File: config.mk
export PLATFORM = sky130hd
export DESIGN_NAME = mod12_count_monitor
export DESIGN_NICKNAME = d
export VERILOG_FILES = /design/src/rtl/mod12_mon_pkg.sv /design/src/rtl/mod12_count_monitor_sva.sv /design/src/rtl/mod12_count_monitor.sv
export SDC_FILE = /design/constraint.sdc
export NUM_CORES = 1
export LEC_CHECK = 0
export BUFFER_PORTS_ARGS = -buffer_cell sky130_fd_sc_hd__buf_2
export CORE_MARGIN = 3
export CORE_UTILIZATION = 30
export CTS_BUF_LIST = sky130_fd_sc_hd__clkbuf_4 sky130_fd_sc_hd__clkbuf_8 sky130_fd_sc_hd__clkbuf_16
export CTS_CLUSTER_SIZE = 20
export DETAILED_ROUTE_END_ITERATION = 10
export GPL_TIMING_DRIVEN = 0
export SLEW_MARGIN = 10
export SYNTH_ARGS = -nofsm -noshare
export SYNTH_HDL_FRONTEND = slang
export SYNTH_SLANG_ARGS = --single-unit
File: constraint.sdc
create_clock -name clock -period 1.9 [get_ports clock]
set_input_delay 0.19 -clock clock [delete_from_list [all_inputs] [get_ports clock]]
set_output_delay 0.19 -clock clock [all_outputs]
set_load 0.02 [all_outputs]
File: src/rtl/mod12_mon_pkg.sv
// Shared types and the next-count prediction model for the mod-12 counter monitor.
// The same mod12_next function feeds both the RTL monitor and any bench scoreboard.
package mod12_mon_pkg;

  localparam int unsigned MOD12_MAX = 32'd11;
  localparam int unsigned MON_WIDTH = 32'd4;

  typedef enum logic [0:0] {SYNC = 1'b0, LOST = 1'b1} mon_state_t;

  // Next count of the observed counter, reset excluded; base is always the observed count.
  function automatic logic [MON_WIDTH-1:0] mod12_next(
    input logic [MON_WIDTH-1:0] count,
    input logic                 load,
    input logic [MON_WIDTH-1:0] data_in,
    input logic                 upd
  );
    logic [MON_WIDTH-1:0] nxt;
    if (load) begin
      nxt = data_in;
    end else if (upd) begin
      nxt = (count == MON_WIDTH'(MOD12_MAX)) ? {MON_WIDTH{1'b0}} : count + MON_WIDTH'(1'b1);
    end else begin
      nxt = (count == {MON_WIDTH{1'b0}}) ? MON_WIDTH'(MOD12_MAX) : count - MON_WIDTH'(1'b1);
    end
    return nxt;
  endfunction

endpackage

File: src/rtl/mod12_count_monitor_sva.sv
// Simulation-only property checker for mod12_count_monitor.
// Present only when MOD12_MON_ASSERT_EN is defined.
`ifdef MOD12_MON_ASSERT_EN
module mod12_count_monitor_sva #(
  parameter int unsigned WIDTH     = 32'd4,
  parameter int unsigned ERR_CNT_W = 32'd8
) (
  input logic                 clock,
  input logic                 reset,
  input logic [WIDTH-1:0]     count,
  input logic [WIDTH-1:0]     expected,
  input logic                 mismatch,
  input logic [ERR_CNT_W-1:0] err_count,
  input logic                 wrap_up,
  input logic                 wrap_dn
);

  a_no_mismatch_after_reset: assert property (@(posedge clock) $past(reset) |-> !mismatch);

  a_err_count_monotonic: assert property (@(posedge clock)
    !$past(reset) |-> (err_count >= $past(err_count)));

  a_wrap_exclusive: assert property (@(posedge clock) !(wrap_up && wrap_dn));

  // The flagged values are the ones compared one cycle before the pulse.
  a_report_mismatch: assert property (@(posedge clock) disable iff (reset) !mismatch)
    else $error("count monitor: expected %0d observed %0d", $past(expected), $past(count));

endmodule
`endif

File: src/rtl/mod12_count_monitor.sv
// Passive lock/compare monitor for the mod-12 up/down counter (load/upd interface).
// Optional simulation assertions are bound in with MOD12_MON_ASSERT_EN.
module mod12_count_monitor
  import mod12_mon_pkg::*;
#(
  parameter int unsigned MODULUS   = 32'd12,
  parameter int unsigned WIDTH     = 32'd4,
  parameter int unsigned ERR_CNT_W = 32'd8,
  parameter int unsigned RESYNC_N  = 32'd3
) (
  input  logic                 clock,
  input  logic                 reset,
  input  logic                 load,
  input  logic [WIDTH-1:0]     data_in,
  input  logic                 upd,
  input  logic [WIDTH-1:0]     count,
  output logic [WIDTH-1:0]     expected,
  output logic                 locked,
  output logic                 mismatch,
  output logic [ERR_CNT_W-1:0] err_count,
  output logic                 wrap_up,
  output logic                 wrap_dn,
  output logic                 illegal_value
);

  localparam int unsigned        MATCH_W    = (RESYNC_N > 32'd1) ? $clog2(RESYNC_N) : 32'd1;
  localparam logic [WIDTH-1:0]   TOP_VAL    = WIDTH'(MODULUS - 32'd1);
  localparam logic [MATCH_W-1:0] MATCH_LAST = MATCH_W'(RESYNC_N - 32'd1);
  localparam logic [ERR_CNT_W-1:0] ERR_MAX  = {ERR_CNT_W{1'b1}};

  mon_state_t           state_r, state_s;
  logic [MATCH_W-1:0]   match_cnt_r, match_cnt_s;
  logic [ERR_CNT_W-1:0] err_count_r, err_count_s;
  logic [WIDTH-1:0]     expected_r, pred_s;
  logic                 rst_d_r;
  logic                 wrap_up_arm_r, wrap_dn_arm_r;
  logic                 wrap_up_arm_s, wrap_dn_arm_s;
  logic                 mismatch_r, mismatch_s;
  logic                 wrap_up_r, wrap_up_s;
  logic                 wrap_dn_r, wrap_dn_s;
  logic                 illegal_r, illegal_s;
  logic                 skip_s, hit_s;

  // Prediction, comparison and wrap/illegal detection for the current cycle.
  always_comb begin
    pred_s        = WIDTH'(mod12_next(MON_WIDTH'(count), load, MON_WIDTH'(data_in), upd));
    skip_s        = reset | rst_d_r;
    hit_s         = skip_s | (count == expected_r);
    wrap_up_arm_s = ~reset & ~load & upd & (count == TOP_VAL);
    wrap_dn_arm_s = ~reset & ~load & ~upd & (count == {WIDTH{1'b0}});
    wrap_up_s     = ~reset & wrap_up_arm_r & (count == {WIDTH{1'b0}});
    wrap_dn_s     = ~reset & wrap_dn_arm_r & (count == TOP_VAL);
    illegal_s     = ~reset & (32'(count) >= MODULUS);
  end

  // Lock FSM next state, resync counter and saturating error count.
  always_comb begin
    state_s     = state_r;
    match_cnt_s = match_cnt_r;
    err_count_s = err_count_r;
    mismatch_s  = 1'b0;
    case (state_r)
      SYNC: begin
        if (!hit_s) begin
          mismatch_s  = 1'b1;
          state_s     = LOST;
          match_cnt_s = {MATCH_W{1'b0}};
          if (err_count_r != ERR_MAX) begin
            err_count_s = err_count_r + ERR_CNT_W'(1'b1);
          end else begin
            err_count_s = err_count_r;
          end
        end else begin
          state_s = SYNC;
        end
      end
      LOST: begin
        if (hit_s) begin
          if (match_cnt_r == MATCH_LAST) begin
            state_s     = SYNC;
            match_cnt_s = {MATCH_W{1'b0}};
          end else begin
            match_cnt_s = match_cnt_r + MATCH_W'(1'b1);
          end
        end else begin
          match_cnt_s = {MATCH_W{1'b0}};
        end
      end
      default: begin
        state_s     = SYNC;
        match_cnt_s = {MATCH_W{1'b0}};
      end
    endcase
  end

  // State, prediction and registered status outputs.
  always_ff @(posedge clock) begin
    if (reset) begin
      state_r       <= SYNC;
      match_cnt_r   <= {MATCH_W{1'b0}};
      err_count_r   <= {ERR_CNT_W{1'b0}};
      expected_r    <= {WIDTH{1'b0}};
      rst_d_r       <= 1'b1;
      wrap_up_arm_r <= 1'b0;
      wrap_dn_arm_r <= 1'b0;
      mismatch_r    <= 1'b0;
      wrap_up_r     <= 1'b0;
      wrap_dn_r     <= 1'b0;
      illegal_r     <= 1'b0;
    end else begin
      state_r       <= state_s;
      match_cnt_r   <= match_cnt_s;
      err_count_r   <= err_count_s;
      expected_r    <= pred_s;
      rst_d_r       <= 1'b0;
      wrap_up_arm_r <= wrap_up_arm_s;
      wrap_dn_arm_r <= wrap_dn_arm_s;
      mismatch_r    <= mismatch_s;
      wrap_up_r     <= wrap_up_s;
      wrap_dn_r     <= wrap_dn_s;
      illegal_r     <= illegal_s;
    end
  end

  assign expected      = expected_r;
  assign locked        = (state_r == SYNC);
  assign mismatch      = mismatch_r;
  assign err_count     = err_count_r;
  assign wrap_up       = wrap_up_r;
  assign wrap_dn       = wrap_dn_r;
  assign illegal_value = illegal_r;

`ifdef MOD12_MON_ASSERT_EN
  mod12_count_monitor_sva #(
    .WIDTH     (WIDTH),
    .ERR_CNT_W (ERR_CNT_W)
  ) u_sva (
    .clock     (clock),
    .reset     (reset),
    .count     (count),
    .expected  (expected_r),
    .mismatch  (mismatch_r),
    .err_count (err_count_r),
    .wrap_up   (wrap_up_r),
    .wrap_dn   (wrap_dn_r)
  );
`endif

endmodule

After elaboration in Yosys (flattened, before gate mapping)
Cells that the tools add are included.
{"block": "op_classes", "addsub": 4, "order_cmp": 1, "n_eq_ne": 5, "muxes": 13, "bitwise_logic": 17, "n_reduce_logical": 3}
{"cell": "$mux W4", "n": 4}
{"cell": "$and A1 B1 Y1", "n": 10}
{"cell": "$add A8 B1 Y8 const B", "n": 1}
{"cell": "$ne A8 B8 Y1 const B", "n": 1}
{"cell": "$mux W2", "n": 3}
{"cell": "$not A1 Y1", "n": 5}
{"cell": "$add A4 B1 Y4 const B", "n": 1}
{"cell": "$eq A4 B4 Y1", "n": 1}
{"cell": "$eq A4 B4 Y1 const B", "n": 1}
{"cell": "$ge A4 B4 Y1 const B", "n": 1}
{"cell": "$logic_not A4 Y1", "n": 1}
{"cell": "$mux W1", "n": 4}
{"cell": "$pmux W2 S2", "n": 1}
{"cell": "$sub A4 B1 Y4 const B", "n": 1}
{"cell": "$reduce_and A3 Y1", "n": 1}
{"cell": "$add A2 B1 Y2 const B", "n": 1}
{"cell": "$eq A2 B2 Y1 const B", "n": 1}
{"cell": "$ne A2 B2 Y1 const B", "n": 1}
{"cell": "$or A1 B1 Y1", "n": 2}
{"cell": "$pmux W1 S2", "n": 1}
{"cell": "$reduce_or A2 Y1", "n": 1}
{"block": "word_totals", "register_bits": 22, "inputBits": 12, "output_inout_bits": 17, "wordCells": 54}

Longest topological paths before layout
Gate-level depths: netlist (run 1).
{"block": "depth", "word_depth": 4, "ltp_mapped": 7, "mapped_depth_nobuf": 6}

Worst setup path before layout (run 1)
No wires, ideal clock.
{"block": "synth_path", "kind": "register to register", "startpoint": "register err_count_r[0], in the netlist err_count[0]", "endpoint": "register err_count_r[6], in the netlist err_count[6]", "setup_time_ns": 0.070, "arrival_ns": 1.576, "required_time_ns": 1.830, "path_slack_ns": 0.255, "stages_incl_launch_ff": 6, "path_buffers": 0, "synth_period_minus_slack_ns": 1.645, "cell_sequence": "dfxtp_1 > ha_1 > inv_1 > or2_2 > or4_1 > a21oi_1"}
{"block": "synth_via", "elab_chain_len": 2, "elab_cells_between_ends": 3, "cone_classes": "add/sub (1); eq/ne (1); reduce/logical (1)"}
{"element": "start: declaration", "line_no": "mod12_count_monitor.sv:33", "rtl": "logic [ERR_CNT_W-1:0] err_count_r, err_count_s;"}
{"element": "start signal: assignment", "line_no": "mod12_count_monitor.sv:101", "rtl": "err_count_r <= {ERR_CNT_W{1'b0}};"}
{"element": "start signal: assignment", "line_no": "mod12_count_monitor.sv:113", "rtl": "err_count_r <= err_count_s;"}
{"element": "branches (longest 2 deep; another with $add A8 B1 Y8)"}
Several ways; the timed one is not identified.
A chain may end at the register's enable or synchronous reset.

Final worst setup path (run 1)
{"block": "layout_path", "startpoint": "register err_count_r[0], in the netlist err_count[0]", "endpoint": "register err_count_r[4], in the netlist err_count[4]"}
Same word-level chain as after synthesis.

==> impl_metrics.prom, run 1 <==
# TYPE chip_impl_metric gauge
chip_impl_metric{name="post_cts_hold_buffer_count",unit=""} 0
chip_impl_metric{name="yosysWarnings",unit=""} 0
chip_impl_metric{name="synthToLayoutAreaGrowth",unit="%"} 23.9
chip_impl_metric{name="vias",unit=""} 1059
chip_impl_metric{name="final_report_hold_violation_count",unit=""} 0
chip_impl_metric{name="p_leak",unit="nW"} 0.582
chip_impl_metric{name="fmax",unit="MHz"} 595
chip_impl_metric{name="peakVddDrop",unit="mV"} 0.241
chip_impl_metric{name="max_cap_viol_count",unit=""} 0
chip_impl_metric{name="cell_internal_pwr",unit="mW"} 0.823
chip_impl_metric{name="skew",unit="ps"} 5.66
chip_impl_metric{name="io_pins",unit=""} 29
chip_impl_info{name="cpLargestDelayFamily",value="simple AND/OR/NAND/NOR gates"} 1
chip_impl_metric{name="dp_slack",unit="ps"} 236
chip_impl_metric{name="post_synth_mux_area_share",unit="%"} 1.02
chip_impl_metric{name="setup-violations-final",unit=""} 0
chip_impl_metric{name="post-route-min-period",unit="ps"} 1680
chip_impl_info{name="clock_tree_from_tritoncts",value="done"} 1
chip_impl_metric{name="totalPowerFinal",unit="mW"} 1.08
chip_impl_metric{name="rows",unit=""} 21
chip_impl_info{name="mostFrequentLayoutCells",value="27 x sky130_fd_sc_hd__buf_2, 22 x sky130_fd_sc_hd__dfxtp_1, 13 x sky130_fd_sc_hd__a21oi_1"} 1
chip_impl_metric{name="netSwitchingPower",unit="mW"} 0.257
chip_impl_metric{name="diodes",unit=""} 0
chip_impl_metric{name="synth_edf_count",unit=""} 0
chip_impl_info{name="end_kind",value="flip-flop"} 1
chip_impl_info{name="layout_commonest_cell",value="sky130_fd_sc_hd__buf_2"} 1
chip_impl_metric{name="drt_drc_violations_left",unit=""} 0
chip_impl_metric{name="tns",unit="ps"} 0
chip_impl_metric{name="grt_antenna_before_repair",unit=""} 0
chip_impl_metric{name="pin_count_of_the_biggest_net_entering_global_routing",unit=""} 14
chip_impl_metric{name="p_per_area",unit="nW/µm²"} 789
chip_impl_metric{name="synth-seq-cells",unit=""} 22
chip_impl_metric{name="dp.cells",unit=""} 198
chip_impl_metric{name="synthesis.area_per_instance",unit="µm²"} 8.85
chip_impl_info{name="dominant_combinational_cell_family_by_area_after_synthesis",value="simple AND/OR/NAND/NOR gates"} 1
chip_impl_metric{name="chipWidth",unit="µm"} 66.7
chip_impl_info{name="hold_start",value="reset"} 1
chip_impl_metric{name="worst-r2r-cell-count",unit=""} 5
chip_impl_metric{name="place.gp.congestion",unit=""} 0.851
chip_impl_metric{name="hold_depth",unit=""} 1
chip_impl_metric{name="finish.cell_count_without_fillers",unit=""} 202
chip_impl_info{name="worst_r2r_start",value="err_count[0]"} 1
chip_impl_metric{name="post_cts_resize_count",unit=""} 0
chip_impl_metric{name="first_pass_iters",unit=""} 4
chip_impl_info{name="status",value="finished clean"} 1
chip_impl_info{name="crit_path_cell_trace",value="ha_1 > nand3_1 > o21ai_1 > or4_1 > a21oi_1"} 1
chip_impl_metric{name="area_fraction_in_compound_gates_after_synthesis",unit="%"} 21.5
chip_impl_metric{name="worstPathMaxFanout",unit=""} 9
chip_impl_metric{name="worst_hold_slack_after_final_layout",unit="ps"} 50.1
chip_impl_info{name="critical_path.startpoint_type",value="flip-flop"} 1
chip_impl_metric{name="p_sw_share",unit="%"} 23.8
chip_impl_metric{name="dp.final_hpwl",unit="mm"} 1.97
chip_impl_info{name="rsz0062_at_grt",value="false"} 1
chip_impl_metric{name="number_of_vias_per_cell",unit=""} 5.24
chip_impl_info{name="critPathSlowestCell",value="sky130_fd_sc_hd__or4_1"} 1
chip_impl_info{name="timing.hold.worst.class",value="in -> reg"} 1
chip_impl_metric{name="cts_setup_buffers",unit=""} 0
chip_impl_metric{name="critPathRequiredTime",unit="ps"} 2100
chip_impl_metric{name="global_route_wire_length_before_repair",unit="mm"} 4.30
chip_impl_metric{name="io_buffers",unit=""} 27
chip_impl_metric{name="slew_viol_final",unit=""} 0
chip_impl_metric{name="cts_num_sinks",unit=""} 22
chip_impl_metric{name="inserted_clock_buffers",unit=""} 3
chip_impl_metric{name="fp.dieArea",unit="µm²"} 4450
chip_impl_metric{name="yosys.area_share.simple",unit="%"} 22.2
chip_impl_metric{name="share_of_the_synthesized_netlist_area_taken_by_xor_and_xnor_gates",unit="%"} 3.96
chip_impl_metric{name="floorplan.core_area",unit="µm²"} 3440
chip_impl_metric{name="detailedRoute.firstIterationViolations",unit=""} 42
chip_impl_metric{name="worst-path-buf-inv",unit=""} 0
chip_impl_metric{name="arrival_time_of_data_at_the_critical_path_endpoint",unit="ps"} 1880
chip_impl_info{name="critical_path_class",value="reg -> reg"} 1
chip_impl_metric{name="power.share.combinational",unit="%"} 14.5
chip_impl_metric{name="globalRouteOverflowTotal",unit=""} 0
chip_impl_metric{name="post-route-worst-setup-slack",unit="ps"} 219
chip_impl_metric{name="clkTransAtPathRegs",unit="ps"} 80
chip_impl_metric{name="cts.path.max_buffers",unit=""} 2
chip_impl_metric{name="cpPeakStageDelay",unit="ps"} 510
chip_impl_info{name="root_cell_of_the_clock_tree",value="sky130_fd_sc_hd__clkbuf_8"} 1
chip_impl_metric{name="synth_cell_types",unit=""} 38
chip_impl_metric{name="tightestPinTransition",unit="ps"} 628
chip_impl_metric{name="grt_pass1_vias",unit=""} 1029
chip_impl_metric{name="starting_utilization_of_the_core_area",unit="%"} 32.1
chip_impl_metric{name="async_flop_share",unit="%"} 0
chip_impl_metric{name="layout-drive-gt1-share",unit="%"} 26.3
chip_impl_metric{name="synthesis.area",unit="µm²"} 1110
chip_impl_metric{name="timing.max_slew.rel_slack",unit="%"} 57.6
chip_impl_info{name="synth-main-ff-cell",value="sky130_fd_sc_hd__dfxtp_1"} 1
chip_impl_metric{name="ant_nets",unit=""} 0
chip_impl_metric{name="grt_usage",unit="%"} 12.5
chip_impl_metric{name="final.period_utilization",unit="%"} 88.5
chip_impl_metric{name="post_synth_fa_ha_maj_area_fraction",unit="%"} 3.39
chip_impl_metric{name="p_seq_share",unit="%"} 45.2
chip_impl_info{name="hold_path_end",value="rst_d_r"} 1
chip_impl_info{name="regToRegEndpoint",value="err_count[4]"} 1
chip_impl_metric{name="clock_power_share",unit="%"} 40.3
chip_impl_metric{name="synthCells",unit=""} 125
chip_impl_metric{name="synth_seq_area_share",unit="%"} 39.8
chip_impl_metric{name="maximum_level_of_the_cts_h_tree",unit=""} 1
chip_impl_metric{name="detail_route.wl_per_cell",unit="µm"} 12.9
chip_impl_metric{name="nets",unit=""} 172
chip_impl_metric{name="die_h",unit="µm"} 66.7
chip_impl_metric{name="clk_latency",unit="ps"} 260
chip_impl_metric{name="totalWireLength",unit="mm"} 2.60
chip_impl_metric{name="reg2reg_setup_slack",unit="ps"} 220
chip_impl_metric{name="mappedNetlistNets",unit=""} 140
## cell families (layout without fill, tap and decap cells)
logic type	Yosys count	count (layout)
muxes	1	1
DFF	22	22
and+or+nand+nor	44	44
AOI/OAI and AO/OA	35	35
xor gates and xnor gates	5	5
adders and majority gates	3	3
buffers and inverters	15	46
## synthesized netlist by cell type (2+ instances only)
library cell              number  area share, %
sky130_fd_sc_hd__dfxtp_1      22             40
sky130_fd_sc_hd__a21oi_1      13            5.9
sky130_fd_sc_hd__inv_1         9            3.1
sky130_fd_sc_hd__nor2_1        8            2.7
sky130_fd_sc_hd__nand2_1       7            2.4
sky130_fd_sc_hd__nor3_1        7            3.2
sky130_fd_sc_hd__nand3_1       5            2.3
sky130_fd_sc_hd__xnor2_1       5            4.0
sky130_fd_sc_hd__buf_6         4            4.1
sky130_fd_sc_hd__o21ai_0       4            1.8
sky130_fd_sc_hd__o31ai_1       4            2.7
sky130_fd_sc_hd__or4_1         4            2.7
sky130_fd_sc_hd__ha_1          3            3.4
sky130_fd_sc_hd__a41o_1        2            1.8
sky130_fd_sc_hd__a41oi_1       2            1.6
sky130_fd_sc_hd__and3_1        2            1.1
sky130_fd_sc_hd__nor4b_1       2            1.6
sky130_fd_sc_hd__o211a_1       2            1.8
## layout make-up
type / count / area (µm²)
fill: 377 / 2070
multi-input combinational: 88 / 576
sequential: 22 / 440
timing repair buffer: 27 / 135
tap: 46 / 57.6
buffer: 6 / 56.3
clock buffer: 3 / 41.3
inverter: 9 / 33.8
clock inverter: 1 / 30.0
## power groups by stage
stage / registers, mW / clock network (mW) / logic, mW
final: 0.489 / 0.436 / 0.156
after global routing: 0.491 / 0.467 / 0.174
after CTS: 0.489 / 0.446 / 0.157
after detailed placement: 0.499 / 0 / 0.156
after global placement: 0.499 / 0 / 0.152
after floorplan: 0.511 / 0 / 0.0937
## layer usage
metal / GRT usage, % / part of all wire (%) / vias to the layer above
met1: 13.9 / 44 / 488
met4: 6.60 / 1.5 / 0
li1: - / - / 523
met5: 0 / 0 / -
met2: 21.9 / 48 / 44
met3: 2.87 / 6.2 / 4
## flip-flops by register name, summed over array words and instances (netlist names)
signal,flops
err_count,8
state_r,1
illegal_value,1
wrap_up_arm_r,1
match_cnt_r,2
wrap_dn,1
expected,4
rst_d_r,1
wrap_dn_arm_r,1
mismatch,1
wrap_up,1
## how the worst max path moves through the flow
stage / start / to / slack [ps] / cells past startpoint
final: err_count[0] / err_count[4] / 220 / 5
after global routing: err_count[0] / err_count[4] / 90 / 5
after CTS: err_count[0] / err_count[4] / 210 / 5
after detailed placement: err_count[0] / err_count[4] / 240 / 5
after global placement: count[0] / err_count[3] / 270 / 7
after floorplan: err_count[0] / err_count[6] / 250 / 5
## stage by stage
stage               utilization, %  area, µm²
finish                        39.8       1370
global route                  39.8       1370
CTS                           39.8       1370
detailed placement            37.7       1300
global placement              37.7       1300
floorplan                        -       1110
Power figures use the tool's default switching activity.
==> inputs of run 2 (changes only) <==
Settings changed: PLACE_DENSITY set to 0.54.
==> run 2 against run 1 <==
Effect of this change: final area did not move; sequential power is essentially flat; critical endpoint unchanged; critical path depth stayed put.
==> impl_metrics.prom, run 2 (synthesis gave the netlist of run 1 again) <==
# TYPE chip_impl_metric gauge
chip_impl_info{name="status",value="finished clean"} 1
chip_impl_metric{name="starting_utilization_of_the_core_area",unit="%"} 32.1
chip_impl_metric{name="fp.dieArea",unit="µm²"} 4450
chip_impl_info{name="mostFrequentLayoutCells",value="27 x sky130_fd_sc_hd__buf_2, 22 x sky130_fd_sc_hd__dfxtp_1, 13 x sky130_fd_sc_hd__a21oi_1"} 1
chip_impl_metric{name="layout-drive-gt1-share",unit="%"} 26.3
chip_impl_metric{name="dp.cells",unit=""} 198
chip_impl_metric{name="detailedRoute.firstIterationViolations",unit=""} 57
chip_impl_metric{name="first_pass_iters",unit=""} 4
chip_impl_metric{name="worst-path-buf-inv",unit=""} 0
chip_impl_metric{name="worst-r2r-cell-count",unit=""} 5
chip_impl_metric{name="grt_usage",unit="%"} 12.5
chip_impl_metric{name="drt_drc_violations_left",unit=""} 0
chip_impl_metric{name="detail_route.wl_per_cell",unit="µm"} 12.7
chip_impl_metric{name="worstPathMaxFanout",unit=""} 9
chip_impl_info{name="worst_r2r_start",value="err_count[0]"} 1
chip_impl_metric{name="post_cts_hold_buffer_count",unit=""} 0
chip_impl_metric{name="dp_slack",unit="ps"} 245
chip_impl_metric{name="final_report_hold_violation_count",unit=""} 0
chip_impl_metric{name="totalWireLength",unit="mm"} 2.56
chip_impl_metric{name="diodes",unit=""} 0
chip_impl_metric{name="vias",unit=""} 1037
chip_impl_metric{name="slew_viol_final",unit=""} 0
chip_impl_metric{name="final.period_utilization",unit="%"} 87.3
chip_impl_info{name="critical_path_class",value="reg -> reg"} 1
chip_impl_metric{name="floorplan.core_area",unit="µm²"} 3440
chip_impl_metric{name="largest_register_ffs",unit=""} 8
chip_impl_metric{name="maximum_level_of_the_cts_h_tree",unit=""} 1
chip_impl_metric{name="dp.final_hpwl",unit="mm"} 1.93
chip_impl_metric{name="place.gp.congestion",unit=""} 0.797
chip_impl_metric{name="hold_depth",unit=""} 1
chip_impl_metric{name="pin_count_of_the_biggest_net_entering_global_routing",unit=""} 14
chip_impl_metric{name="tns",unit="ps"} 0
chip_impl_metric{name="post-route-min-period",unit="ps"} 1660
chip_impl_metric{name="peakVddDrop",unit="mV"} 0.297
chip_impl_metric{name="post_cts_resize_count",unit=""} 0
chip_impl_metric{name="io_pins",unit=""} 29
chip_impl_info{name="layout_commonest_cell",value="sky130_fd_sc_hd__buf_2"} 1
chip_impl_metric{name="p_leak",unit="nW"} 0.582
chip_impl_metric{name="globalRouteOverflowTotal",unit=""} 0
chip_impl_metric{name="fmax",unit="MHz"} 603
chip_impl_metric{name="max_cap_viol_count",unit=""} 0
chip_impl_metric{name="skew",unit="ps"} 4.04
chip_impl_metric{name="ant_nets",unit=""} 0
chip_impl_info{name="rsz0062_at_grt",value="false"} 1
chip_impl_metric{name="cts.path.max_buffers",unit=""} 2
chip_impl_metric{name="clk_latency",unit="ps"} 260
chip_impl_metric{name="post-route-worst-setup-slack",unit="ps"} 242
chip_impl_metric{name="grt_antenna_before_repair",unit=""} 0
chip_impl_metric{name="finish.cell_count_without_fillers",unit=""} 202
chip_impl_metric{name="number_of_vias_per_cell",unit=""} 5.13
chip_impl_metric{name="global_route_wire_length_before_repair",unit="mm"} 4.21
chip_impl_info{name="end_kind",value="flip-flop"} 1
chip_impl_info{name="root_cell_of_the_clock_tree",value="sky130_fd_sc_hd__clkbuf_8"} 1
chip_impl_info{name="clock_tree_from_tritoncts",value="done"} 1
chip_impl_metric{name="critPathRequiredTime",unit="ps"} 2100
chip_impl_metric{name="synthToLayoutAreaGrowth",unit="%"} 23.9
chip_impl_metric{name="reg2reg_setup_slack",unit="ps"} 240
chip_impl_metric{name="grt_pass1_vias",unit=""} 934
chip_impl_metric{name="arrival_time_of_data_at_the_critical_path_endpoint",unit="ps"} 1850
chip_impl_metric{name="inserted_clock_buffers",unit=""} 3
chip_impl_info{name="cpLargestDelayFamily",value="simple AND/OR/NAND/NOR gates"} 1
chip_impl_metric{name="nets",unit=""} 172
chip_impl_info{name="critPathSlowestCell",value="sky130_fd_sc_hd__or4_1"} 1
chip_impl_metric{name="p_per_area",unit="nW/µm²"} 788
chip_impl_info{name="regToRegEndpoint",value="err_count[4]"} 1
chip_impl_metric{name="totalPowerFinal",unit="mW"} 1.08
chip_impl_info{name="hold_start",value="reset"} 1
chip_impl_info{name="crit_path_cell_trace",value="ha_1 > nand3_1 > o21ai_1 > or4_1 > a21oi_1"} 1
chip_impl_metric{name="cts_setup_buffers",unit=""} 0
chip_impl_metric{name="die_h",unit="µm"} 66.7
chip_impl_metric{name="timing.max_slew.rel_slack",unit="%"} 55.1
chip_impl_metric{name="cpPeakStageDelay",unit="ps"} 510
chip_impl_metric{name="tightestPinTransition",unit="ps"} 664
chip_impl_metric{name="rows",unit=""} 21
chip_impl_info{name="hold_path_end",value="rst_d_r"} 1
chip_impl_metric{name="chipWidth",unit="µm"} 66.7
chip_impl_metric{name="setup-violations-final",unit=""} 0
chip_impl_info{name="critical_path.startpoint_type",value="flip-flop"} 1
chip_impl_metric{name="clkTransAtPathRegs",unit="ps"} 80
chip_impl_metric{name="cts_num_sinks",unit=""} 22
chip_impl_info{name="timing.hold.worst.class",value="in -> reg"} 1
chip_impl_metric{name="io_buffers",unit=""} 27
[run 2: cell counts in the layout (fill, tap and decap cells not counted)]
No cell type changed its count.
[run 2: area by class of cell]
cell class | count | area [µm²]
sequential | 22 | 440
fill | 360 | 2070
buffer | 6 | 56.3
tap | 46 | 57.6
timing repair buffer | 27 | 135
clock buffer | 3 | 41.3
multi-input combinational | 88 | 576
inverter | 9 | 33.8
clock inverter | 1 | 30.0
[run 2: per-layer routing]
layer  GRT usage, %  vias to the layer above  wire length, µm
met5              0                        -                0
met2           19.2                       23             1130
met1           16.3                      488             1250
met3           2.87                        2              147
met4           6.09                        0               27
li1               -                      524                -
[run 2: per-stage QoR]
stage	area, µm²	util [%]	hold WS [ps]
floorplan	1110	-	218
global route	1370	39.8	34.9
detailed placement	1300	37.7	325
global placement	1300	37.7	322
CTS	1370	39.8	42.2
finish	1370	39.8	51.1
[run 2: worst max path at each step]
stage	startpoint	end	slack [ps]	depth (start not counted)
floorplan	err_count[0]	err_count[6]	250	5
global placement	count[0]	err_count[3]	260	7
detailed placement	err_count[0]	err_count[4]	250	5
CTS	err_count[0]	err_count[4]	230	5
global route	err_count[0]	err_count[4]	60	5
finish	err_count[0]	err_count[4]	240	5
[run 2: power by group]
group	leakage (nW)	internal (mW)	total (mW)	switching (mW)
Combinational	0.367	0.0656	0.157	0.0916
Clock	0.0357	0.281	0.435	0.154
Sequential	0.180	0.476	0.488	0.0119
==> inputs of run 3 (changes only) <==
Settings changed: PLACE_DENSITY 0.54 to 0.55.
==> run 3 against run 2 <==
Effect of this change: setup slack lost 35 ps; wire length down 1.2%; combinational power about the same; largest power group unchanged; non-clock buffer count did not move; die area is the same; hold slack hardly changed; clock power shrank 22%; clock skew fell by 0.81 ps; register-to-register slack got worse by 40 ps; final area decreased by 1.2%; critical endpoint unchanged; clock-buffer cell count increased by 1; sequential power hardly changed.
==> impl_metrics.prom, run 3 (synthesis gave the netlist of run 1 again) <==
# TYPE chip_impl_metric gauge
chip_impl_info{name="hold_path_end",value="rst_d_r"} 1
chip_impl_metric{name="totalWireLength",unit="mm"} 2.53
chip_impl_metric{name="chipWidth",unit="µm"} 66.7
chip_impl_info{name="status",value="finished clean"} 1
chip_impl_metric{name="floorplan.core_area",unit="µm²"} 3440
chip_impl_metric{name="fin_area",unit="µm²"} 1350
chip_impl_metric{name="seq_area",unit="µm²"} 440
chip_impl_info{name="critical_path.startpoint_type",value="flip-flop"} 1
chip_impl_metric{name="worst_hold_slack_after_final_layout",unit="ps"} 51.0
chip_impl_metric{name="timing.max_slew.rel_slack",unit="%"} 59.9
chip_impl_metric{name="max_cap_viol_count",unit=""} 0
chip_impl_metric{name="post_cts_resize_count",unit=""} 0
chip_impl_metric{name="clkTransAtPathRegs",unit="ps"} 80
chip_impl_info{name="regToRegEndpoint",value="err_count[4]"} 1
chip_impl_metric{name="global_route_wire_length_before_repair",unit="mm"} 4.52
chip_impl_metric{name="tns",unit="ps"} 0
chip_impl_metric{name="clk_latency",unit="ps"} 260
chip_impl_metric{name="fp.dieArea",unit="µm²"} 4450
chip_impl_metric{name="hold_depth",unit=""} 1
chip_impl_metric{name="diodes",unit=""} 0
chip_impl_metric{name="worst-r2r-cell-count",unit=""} 5
chip_impl_metric{name="vias",unit=""} 1067
chip_impl_info{name="hold_start",value="reset"} 1
chip_impl_metric{name="fmax",unit="MHz"} 591
chip_impl_info{name="mostFrequentLayoutCells",value="27 x sky130_fd_sc_hd__buf_2, 22 x sky130_fd_sc_hd__dfxtp_1, 13 x sky130_fd_sc_hd__a21oi_1"} 1
chip_impl_info{name="end_kind",value="flip-flop"} 1
chip_impl_metric{name="post-route-min-period",unit="ps"} 1690
chip_impl_metric{name="dp.final_hpwl",unit="mm"} 1.93
chip_impl_metric{name="peakVddDrop",unit="mV"} 0.322
chip_impl_metric{name="cts_setup_buffers",unit=""} 0
chip_impl_metric{name="post-route-worst-setup-slack",unit="ps"} 207
chip_impl_metric{name="drt_drc_violations_left",unit=""} 0
chip_impl_metric{name="inserted_clock_buffers",unit=""} 3
chip_impl_metric{name="skew",unit="ps"} 3.23
chip_impl_metric{name="first_pass_iters",unit=""} 5
chip_impl_metric{name="layout-drive-gt1-share",unit="%"} 26.3
chip_impl_metric{name="number_of_vias_per_cell",unit=""} 5.28
chip_impl_metric{name="grt_antenna_before_repair",unit=""} 0
chip_impl_metric{name="setup-violations-final",unit=""} 0
chip_impl_metric{name="dp.cells",unit=""} 198
chip_impl_metric{name="grt_pass1_vias",unit=""} 1040
chip_impl_info{name="timing.hold.worst.class",value="in -> reg"} 1
chip_impl_metric{name="final.period_utilization",unit="%"} 89.1
chip_impl_metric{name="fillCellCount",unit=""} 364
chip_impl_metric{name="synthToLayoutAreaGrowth",unit="%"} 22.4
chip_impl_metric{name="nets",unit=""} 172
chip_impl_metric{name="place.gp.congestion",unit=""} 0.828
chip_impl_metric{name="multi_input_area",unit="µm²"} 576
chip_impl_metric{name="cts.path.max_buffers",unit=""} 2
chip_impl_info{name="rsz0062_at_grt",value="false"} 1
chip_impl_metric{name="globalRouteOverflowTotal",unit=""} 0
chip_impl_metric{name="worstPathMaxFanout",unit=""} 9
chip_impl_info{name="clock_tree_from_tritoncts",value="done"} 1
chip_impl_metric{name="starting_utilization_of_the_core_area",unit="%"} 32.1
chip_impl_metric{name="ant_nets",unit=""} 0
chip_impl_metric{name="rows",unit=""} 21
chip_impl_metric{name="detail_route.wl_per_cell",unit="µm"} 12.5
chip_impl_metric{name="grt_usage",unit="%"} 13.2
chip_impl_metric{name="largest_register_ffs",unit=""} 8
chip_impl_metric{name="finish.cell_count_without_fillers",unit=""} 202
chip_impl_info{name="worst_r2r_start",value="err_count[0]"} 1
chip_impl_metric{name="tightestPinTransition",unit="ps"} 594
chip_impl_metric{name="pin_count_of_the_biggest_net_entering_global_routing",unit=""} 13
chip_impl_metric{name="postPlaceCellArea",unit="µm²"} 1300
chip_impl_metric{name="critPathRequiredTime",unit="ps"} 2100
chip_impl_metric{name="post_cts_hold_buffer_count",unit=""} 0
chip_impl_info{name="critical_path_class",value="reg -> reg"} 1
chip_impl_metric{name="io_buffers",unit=""} 27
chip_impl_metric{name="detailedRoute.firstIterationViolations",unit=""} 48
chip_impl_metric{name="final_report_hold_violation_count",unit=""} 0
chip_impl_metric{name="io_pins",unit=""} 29
chip_impl_metric{name="p_leak",unit="nW"} 0.575
chip_impl_metric{name="cts_num_sinks",unit=""} 22
chip_impl_metric{name="arrival_time_of_data_at_the_critical_path_endpoint",unit="ps"} 1890
chip_impl_metric{name="slew_viol_final",unit=""} 0
chip_impl_metric{name="maximum_level_of_the_cts_h_tree",unit=""} 1
chip_impl_metric{name="dp_slack",unit="ps"} 233
chip_impl_metric{name="p_per_area",unit="nW/µm²"} 725
chip_impl_info{name="root_cell_of_the_clock_tree",value="sky130_fd_sc_hd__clkbuf_8"} 1
chip_impl_info{name="layout_commonest_cell",value="sky130_fd_sc_hd__buf_2"} 1
chip_impl_metric{name="reg2reg_setup_slack",unit="ps"} 210
chip_impl_metric{name="die_h",unit="µm"} 66.7
run 3: cell count changes in the layout (fill, tap and decap cells not counted):
cell,delta
sky130_fd_sc_hd__clkbuf_8,+1
sky130_fd_sc_hd__bufinv_16,-1
run 3: area by class of cell:
class / count / share of cell area [%]
clock buffers: 4 / 4.07
well taps: 46 / 4.25
plain buffers: 6 / 4.16
multi-input cells: 88 / 42.5
inverters: 9 / 2.50
repair buffers: 27 / 9.98
flip-flops and latches: 22 / 32.5
run 3: report_power, final:
part | internal, mW | switching, mW | total (mW)
logic | 0.0655 | 0.0899 | 0.155
registers | 0.476 | 0.0119 | 0.488
clock network | 0.185 | 0.153 | 0.338
run 3: worst max-delay path, cell delays in order (launching register included):
cell and delay [ps]:
sky130_fd_sc_hd__dfxtp_1 360, sky130_fd_sc_hd__ha_1 270, sky130_fd_sc_hd__nand3_1 150, sky130_fd_sc_hd__o21ai_1 190
sky130_fd_sc_hd__or4_1 510, sky130_fd_sc_hd__a21oi_1 160
run 3: how the worst max path moves through the flow:
stage / start / end
detailed placement: err_count[0] / err_count[4]
finish: err_count[0] / err_count[4]
floorplan: err_count[0] / err_count[6]
global route: err_count[0] / err_count[1]
global placement: count[0] / err_count[3]
CTS: err_count[0] / err_count[4]
run 3: stage by stage:
| step | power [mW] | util, % |
|---|---|---|
| 2_1_floorplan | 0.605 | - |
| 5_1_grt | 1.04 | 39.3 |
| 4_1_cts | 0.995 | 39.3 |
| 6_report | 0.982 | 39.3 |
| 3_3_place_gp | 0.652 | 37.7 |
| 3_5_place_dp | 0.655 | 37.7 |
run 3: metal layers:
layer  wire length (µm)  share of wire, %  GRT usage [%]  vias up
met3                163               6.4           3.88        6
li1                   -                 -              -      524
met5                  0                 0              0        -
met4                 55               2.2           5.08        0
met1               1070                42           14.9      499
met2               1240                49           23.0       38
